`config.mk`:
```
export PLATFORM = sky130hd
export DESIGN_NAME = dense_sequencer
export DESIGN_NICKNAME = d
export VERILOG_FILES = /design/src/rtl/dense_sequencer.sv
export SDC_FILE = /design/constraint.sdc
export NUM_CORES = 1
export LEC_CHECK = 0
export ABC_AREA = 1
export CAP_MARGIN = 0
export CORE_MARGIN = 8
export CORE_UTILIZATION = 45
export DETAILED_ROUTE_END_ITERATION = 6
export HOLD_SLACK_MARGIN = 0.02
export PLACE_DENSITY = 0.67
export SETUP_SLACK_MARGIN = 0.5
export SLEW_MARGIN = 40
export SYNTH_ARGS = -nofsm -noshare
export SYNTH_HDL_FRONTEND = slang
export SYNTH_SLANG_ARGS = --single-unit
```
`constraint.sdc`:
```
create_clock -name clk -period 5.6 [get_ports clk]
set_input_delay 1.68 -clock clk [delete_from_list [all_inputs] [get_ports clk]]
set_output_delay 1.68 -clock clk [all_outputs]
set_load 0.01 [all_outputs]
```
`src/rtl/dense_sequencer.sv`:
```
// dense_sequencer: walks the pooled map channel/row/col and issues weight-memory beats for the dense layer.
// Latency: busy one cycle after start, first beat in that same cycle; valid_out trails each beat by MEM_LAT.
// Backpressure: stall freezes counters, addresses and the issue pipeline; weight_load drops while stalled.
//
// Ports:
//   clk, rst          clock (rising edge), asynchronous active-low reset
//   start             one-cycle request for a full dense pass (ignored while busy)
//   stall             compute side not ready
//   row/col/channel   indices of the beat currently presented with weight_addr1/2
//   weight_addr1/2    weight-memory addresses of the current beat (addr2 = addr1 + 1, wrapping)
//   weight_load       read enable, high for every issued beat
//   valid_out         beat data present at compute inputs, MEM_LAT cycles after issue
//   valid_data2       second operand valid (low when the delayed beat was the last column)
//   channel_d         channel tag of the delayed beat
//   busy, done        run in progress / sticky completion flag
// Optional: define DENSE_SEQ_PERF_EN to add perf_cycles / perf_stalls counters.
module dense_sequencer #(
  parameter int OC              = 15,
  parameter int MAX_COL         = 12,
  parameter int POOL_W          = 7,
  parameter int WEIGHT_ADDR_LEN = 9,
  parameter int MEM_LAT         = 1
) (
  input  logic                       clk,
  input  logic                       rst,
  input  logic                       start,
  input  logic                       stall,
  output logic [4:0]                 row,
  output logic [4:0]                 col,
  output logic [4:0]                 channel,
  output logic [WEIGHT_ADDR_LEN:0]   weight_addr1,
  output logic [WEIGHT_ADDR_LEN:0]   weight_addr2,
  output logic                       weight_load,
  output logic                       valid_out,
  output logic                       valid_data2,
  output logic [4:0]                 channel_d,
  output logic                       busy,
`ifdef DENSE_SEQ_PERF_EN
  output logic [15:0]                perf_cycles,
  output logic [15:0]                perf_stalls,
`endif
  output logic                       done
);

  localparam int AW = WEIGHT_ADDR_LEN + 1;

  typedef enum logic [1:0] {
    S_IDLE  = 2'd0,
    S_RUN   = 2'd1,
    S_DRAIN = 2'd2,
    S_DONE  = 2'd3
  } state_t;

  state_t                   state_q, state_d;
  logic [4:0]               row_q, row_d;
  logic [4:0]               col_q, col_d;
  logic [4:0]               ch_q, ch_d;
  logic [AW-1:0]            addr1_q, addr1_d;
  logic [AW-1:0]            addr2_q, addr2_d;
  logic                     busy_q, busy_d;
  logic                     done_q, done_d;
  logic [2:0]               drain_q, drain_d;

  // Issue pipeline, one entry per memory-latency stage: {valid, last_col, channel}.
  logic [MEM_LAT-1:0]       pv_q, pv_d;
  logic [MEM_LAT-1:0]       plc_q, plc_d;
  logic [MEM_LAT-1:0][4:0]  pch_q, pch_d;

  logic                     issue;
  logic                     pipe_en;
  logic                     accept;
  logic                     last_beat;
  logic                     addr_upd;
  logic [AW-1:0]            addr_calc;

  always_comb begin
    issue     = (state_q == S_RUN) && !stall;
    // Stall only matters while a pass is in flight; in IDLE/DONE the pipeline keeps flushing zeros.
    pipe_en   = !stall || (state_q == S_IDLE) || (state_q == S_DONE);
    accept    = start && ((state_q == S_IDLE) || (state_q == S_DONE));
    last_beat = (ch_q == 5'(OC)) && (row_q == 5'(MAX_COL)) && (col_q == 5'(MAX_COL));

    state_d  = state_q;
    row_d    = row_q;
    col_d    = col_q;
    ch_d     = ch_q;
    drain_d  = drain_q;
    addr_upd = 1'b0;

    case (state_q)
      S_IDLE, S_DONE: begin
        if (accept) begin
          state_d  = S_RUN;
          row_d    = 5'd0;
          col_d    = 5'd0;
          ch_d     = 5'd0;
          drain_d  = 3'd0;
          addr_upd = 1'b1;
        end
      end
      S_RUN: begin
        if (!stall) begin
          if (last_beat) begin
            // Indices hold on the final beat; only the pipeline still has work.
            state_d = S_DRAIN;
            drain_d = 3'd0;
          end else begin
            addr_upd = 1'b1;
            if (col_q == 5'(MAX_COL)) begin
              col_d = 5'd0;
              if (row_q == 5'(MAX_COL)) begin
                row_d = 5'd0;
                ch_d  = ch_q + 5'd1;
              end else begin
                row_d = row_q + 5'd1;
              end
            end else begin
              col_d = col_q + 5'd1;
            end
          end
        end
      end
      S_DRAIN: begin
        if (!stall) begin
          if (drain_q == 3'(MEM_LAT - 1)) begin
            state_d = S_DONE;
          end else begin
            drain_d = drain_q + 3'd1;
          end
        end
      end
      default: state_d = S_IDLE;
    endcase

    // Address of the beat that will be presented next cycle, computed from the next indices.
    addr_calc = AW'(ch_d) * AW'(POOL_W * POOL_W)
              + AW'(row_d >> 1) * AW'(POOL_W)
              + AW'(col_d >> 1);
    addr1_d   = addr_upd ? addr_calc : addr1_q;
    addr2_d   = addr_upd ? (addr_calc + AW'(1)) : addr2_q;

    busy_d    = (state_d == S_RUN) || (state_d == S_DRAIN);
    done_d    = (state_d == S_DONE);

    pv_d  = pv_q;
    plc_d = plc_q;
    pch_d = pch_q;
    if (pipe_en) begin
      pv_d[0]  = issue;
      plc_d[0] = (col_q == 5'(MAX_COL));
      pch_d[0] = ch_q;
      for (int i = 1; i < MEM_LAT; i++) begin
        pv_d[i]  = pv_q[i-1];
        plc_d[i] = plc_q[i-1];
        pch_d[i] = pch_q[i-1];
      end
    end
  end

  always_ff @(posedge clk or negedge rst) begin
    if (!rst) begin
      state_q <= S_IDLE;
      row_q   <= '0;
      col_q   <= '0;
      ch_q    <= '0;
      addr1_q <= '0;
      addr2_q <= '0;
      busy_q  <= 1'b0;
      done_q  <= 1'b0;
      drain_q <= '0;
      pv_q    <= '0;
      plc_q   <= '0;
      pch_q   <= '0;
    end else begin
      state_q <= state_d;
      row_q   <= row_d;
      col_q   <= col_d;
      ch_q    <= ch_d;
      addr1_q <= addr1_d;
      addr2_q <= addr2_d;
      busy_q  <= busy_d;
      done_q  <= done_d;
      drain_q <= drain_d;
      pv_q    <= pv_d;
      plc_q   <= plc_d;
      pch_q   <= pch_d;
    end
  end

  assign row          = row_q;
  assign col          = col_q;
  assign channel      = ch_q;
  assign weight_addr1 = addr1_q;
  assign weight_addr2 = addr2_q;
  // Combinational so a stall suppresses the read in the very cycle it is raised.
  assign weight_load  = issue;
  assign valid_out    = pv_q[MEM_LAT-1];
  assign valid_data2  = pv_q[MEM_LAT-1] & ~plc_q[MEM_LAT-1];
  assign channel_d    = pch_q[MEM_LAT-1];
  assign busy         = busy_q;
  assign done         = done_q;

`ifdef DENSE_SEQ_PERF_EN
  logic [15:0] pcyc_q, pcyc_d;
  logic [15:0] pstl_q, pstl_d;

  always_comb begin
    pcyc_d = pcyc_q;
    pstl_d = pstl_q;
    if (accept) begin
      pcyc_d = 16'd0;
      pstl_d = 16'd0;
    end else if ((state_q == S_RUN) || (state_q == S_DRAIN)) begin
      if (pcyc_q != 16'hFFFF) pcyc_d = pcyc_q + 16'd1;
      if (stall && (pstl_q != 16'hFFFF)) pstl_d = pstl_q + 16'd1;
    end
  end

  always_ff @(posedge clk or negedge rst) begin
    if (!rst) begin
      pcyc_q <= '0;
      pstl_q <= '0;
    end else begin
      pcyc_q <= pcyc_d;
      pstl_q <= pstl_d;
    end
  end

  assign perf_cycles = pcyc_q;
  assign perf_stalls = pstl_q;
`else
  // Performance counters not built in this configuration.
`endif

endmodule

```
==> qor.yml <==
worst_setup_path:
  cpMaxStageDelayCell: "fa_2"
  reg2reg_from: "col[0]"
  worstPathArrival_ns: 5.79
  crit_path_start: "stall"
  critPathMaxStageDelay_ns: 0.58
  crit_cells: 20
  crit_required_ns: 5.80
  critPathBufInv: 4
  startpoint_type: "primary input"
  criticalPathCategory: "primary input to register"
  cp_cell_sequence: "buf_6, buf_8, a21oi_4, nand2_2, a21oi_2, o21ai_2, fa_1, fa_1, inv_2, fa_1, fa_2, fa_2, inv_2, nand4_1, nor2_2, nand3_1, nor2_1, nand3_1, nand3_1, nand2_1"
  crit_path_end_kind: "register"
  cp_top_family: "adder cells"
  r2r_cells: 23
  cp_max_fo: 5
synthesis:
  muxShareOfSynthArea_pct: 0
  synth_area_leaders: "dfrtp_1, ha_1, nand2_1"
  yosysTopAreaCellShare_pct: 33.42
  synth_area_mm2: 0.003669
  synth_edf_count: 0
  synth_fa_ha_area_share_pct: 21.28
  yosysMostFrequentCell: "nand2_1"
  async_reset_ff_share_pct: 100.0
  synth_common_cells: "nand2_1, inv_1, dfrtp_1"
  yosysWarnings: 0
  yosys_most_used_dff: "dfrtp_1"
  synth-xor-area-share_pct: 1.194
  syn_inst: 455
  synthDistinctLibCells: 38
  synth_compound_area_share_pct: 10.20
  synth_largest_area_cell: "dfrtp_1"
  synthSimpleGateAreaFrac_pct: 24.11
  synthesis.nets: 513
  avgSynthCellArea_um2: 8.063
  synth_top_family_by_area: "simple AND/OR/NAND/NOR gates"
  synth-seq-cells: 49
  seq_area_frac_synth_pct: 33.42
layout:
  drive_above_1_share_pct: 29.23
  diodes: 0
  stdcell_area_mm2: 0.005124
  area_growth_pct: 39.67
  final_util_pct: 63.64
  fin_cells: 666
  nets: 618
  n_fill_cell: 698
route:
  vias_per_cell: 5.044
  dr_total_vias: 3359
  drt-total-wl_um: 9548
  wl_per_cell_um: 14.34
  post-route-drc-count: 0
  ant_nets: 0
  drt-pass1-iter-count: 4
  drt_iter0_markers: 123
timing:
  finalSetupViolCount: 0
  fin_worst_skew_ns: 0.01029
  slew_headroom_pct: 57.90
  fmax_mhz: 178.9
  hold_viol_final: 0
  finalHoldWorstSlack_ns: 0.4864
  finalCriticalPeriod_ns: 5.590
  worstMarginPinSlew_ns: 0.6315
  min_period_over_period_pct: 99.83
  rsz0062_at_grt: "true"
  drv_slew: 0
power:
  internal-power_mw: 0.8337
  switchingPower_mw: 0.5484
  p_clk_share_pct: 15.6
  p_sw_share_pct: 39.68
  ir_drop_mv: 0.1378
  p_leak_nw: 2.596
  pwr-share-seq_pct: 34.3
  p_per_area_mw_per_mm2: 269.7
  finalPower_mw: 1.382
  p_comb_share_pct: 50.1
grt:
  grt_pass1_wl_um: 16030
  grt_pass1_vias: 3458
  antenna_found_initial: 0
  gr-total-overflow: 0
  grt_max_degree: 50
  grt_use_total_pct: 17.10
worst_hold_path:
  hp-start: "weight_addr2[0]"
  worstHoldPathType: "register to register"
  hold_depth: 2
run:
  maxCapViolCount: 0
die:
  coreArea_mm2: 0.008051
  fp.dieH_um: 106.3
  num_rows: 33
  dieArea_mm2: 0.01130
  fp.dieW_um: 106.3
  num_io_pins: 49
  start_util_pct: 45.56
place:
  place_inst: 645
  dpl_cell_area_mm2: 0.004664
  io_buffers: 48
  hpwl_um: 7468
  place.gp.congestion: 0.9358
clock_network:
  cts_hold_buf: 0
  clock-sinks: 49
  clk-insertion-delay-late_ns: 0.31
  cts_root_buf: "clkbuf_8"
  path_clk_slew_ns: 0.10
  cts_buffers: 5
  cts-htree-levels: 2
  cts_buffer_depth: 2
  cts_tree: "yes"
status:
  status: "finished, final reports clean"
==> layout by cell type, fill, tap and decap left out, types with 7 or more instances in the layout <==
master,n
nand3_2,9
inv_1,64
buf_6,11
buf_4,45
o21ai_0,17
ha_1,36
a21oi_1,16
nand3_1,23
nor2_4,8
o21ai_2,8
dfrtp_1,49
inv_2,14
clkdlybuf4s50_1,45
nand4_1,7
nor2_1,21
nand2_2,23
fa_1,12
nand2_1,78
o21ai_1,11
==> per-layer routing <==
| metal | track usage (%) | vias to the layer above | part of all wire [%] |
|---|---|---|---|
| li1 | - | 1663 | - |
| met1 | 19.47 | 1617 | 41 |
| met2 | 31.55 | 63 | 54 |
| met3 | 2.843 | 16 | 3.1 |
| met4 | 5.729 | 0 | 1.9 |
| met5 | 0 | - | 0 |
==> area by class of cell <==
type / instances / area (um^2) / area share, %
Clock buffer: 5 / 68.82 / 1.343
Inverter: 80 / 305.3 / 5.958
Timing Repair Buffer: 105 / 957.2 / 18.68
Multi-Input combinational cell: 319 / 2414 / 47.11
Clock inverter: 3 / 21.27 / 0.4151
Sequential cell: 49 / 1226 / 23.93
Tap cell: 105 / 131.4 / 2.564
==> power by group through the flow <==
stage,combinational (mW),clock [mW],sequential (mW)
after floorplan,0.344,0,0.506
after global placement,0.644,0,0.480
after detailed placement,0.650,0,0.483
after CTS,0.671,0.225,0.476
after global routing,0.766,0.237,0.484
final,0.692,0.216,0.474
==> tightest hold or removal path, cell delays in order (launching register included) <==
cell and delay, ns:
dfrtp_1 0.36, nand2_1 0.05, nand2_1 0.05
==> through the flow <==
| stage | setup TNS, ns | setup slack [ns] |
|---|---|---|
| global placement | -4.602 | -0.5599 |
| detailed placement | -5.278 | -0.6553 |
| global route | -0.4440 | -0.1619 |
| floorplan | 0 | 0.02973 |
| finish | 0 | 0.009630 |
| CTS | 0 | 0.04559 |
==> registers in the layout (all words and copies together), names as in the netlist, 2 cells and up <==
name,flops
channel_d,5
weight_addr2,10
channel,5
row,5
weight_addr1,10
col,5
drain_q,3
state_q,2
==> cells by family after synthesis <==
kind of cell / Yosys count
flip-flops: 49
adder cells (fa/ha/maj): 54
AO/OA/AOI/OAI: 67
AND/OR/NAND/NOR: 193
XOR/XNOR: 5
buffers and inverters: 87
==> path summary, 6_finish.rpt <==
| path | endpoint | slack [ns] |
|---|---|---|
| min | weight_addr2[0] | 0.49 |
| min reg2reg | weight_addr2[0] | 0.49 |
| min in group asynchronous | col[0] | 1.47 |
| max in group asynchronous | channel[4] | 3.70 |
| max reg2reg | weight_addr2[9] | 0.32 |
| max | weight_addr2[9] | 0.01 |
==> repair_timing <==
action / 4_1_cts / 5_1_grt
endpoints found under the setup margin: 14 / 14
buffers inserted: 8 / 5
pin swaps: 32 / 29
endpoints found under the hold margin: 0 / 0
gates resized for setup: 40 / 38
Power figures use the tool's default switching activity.
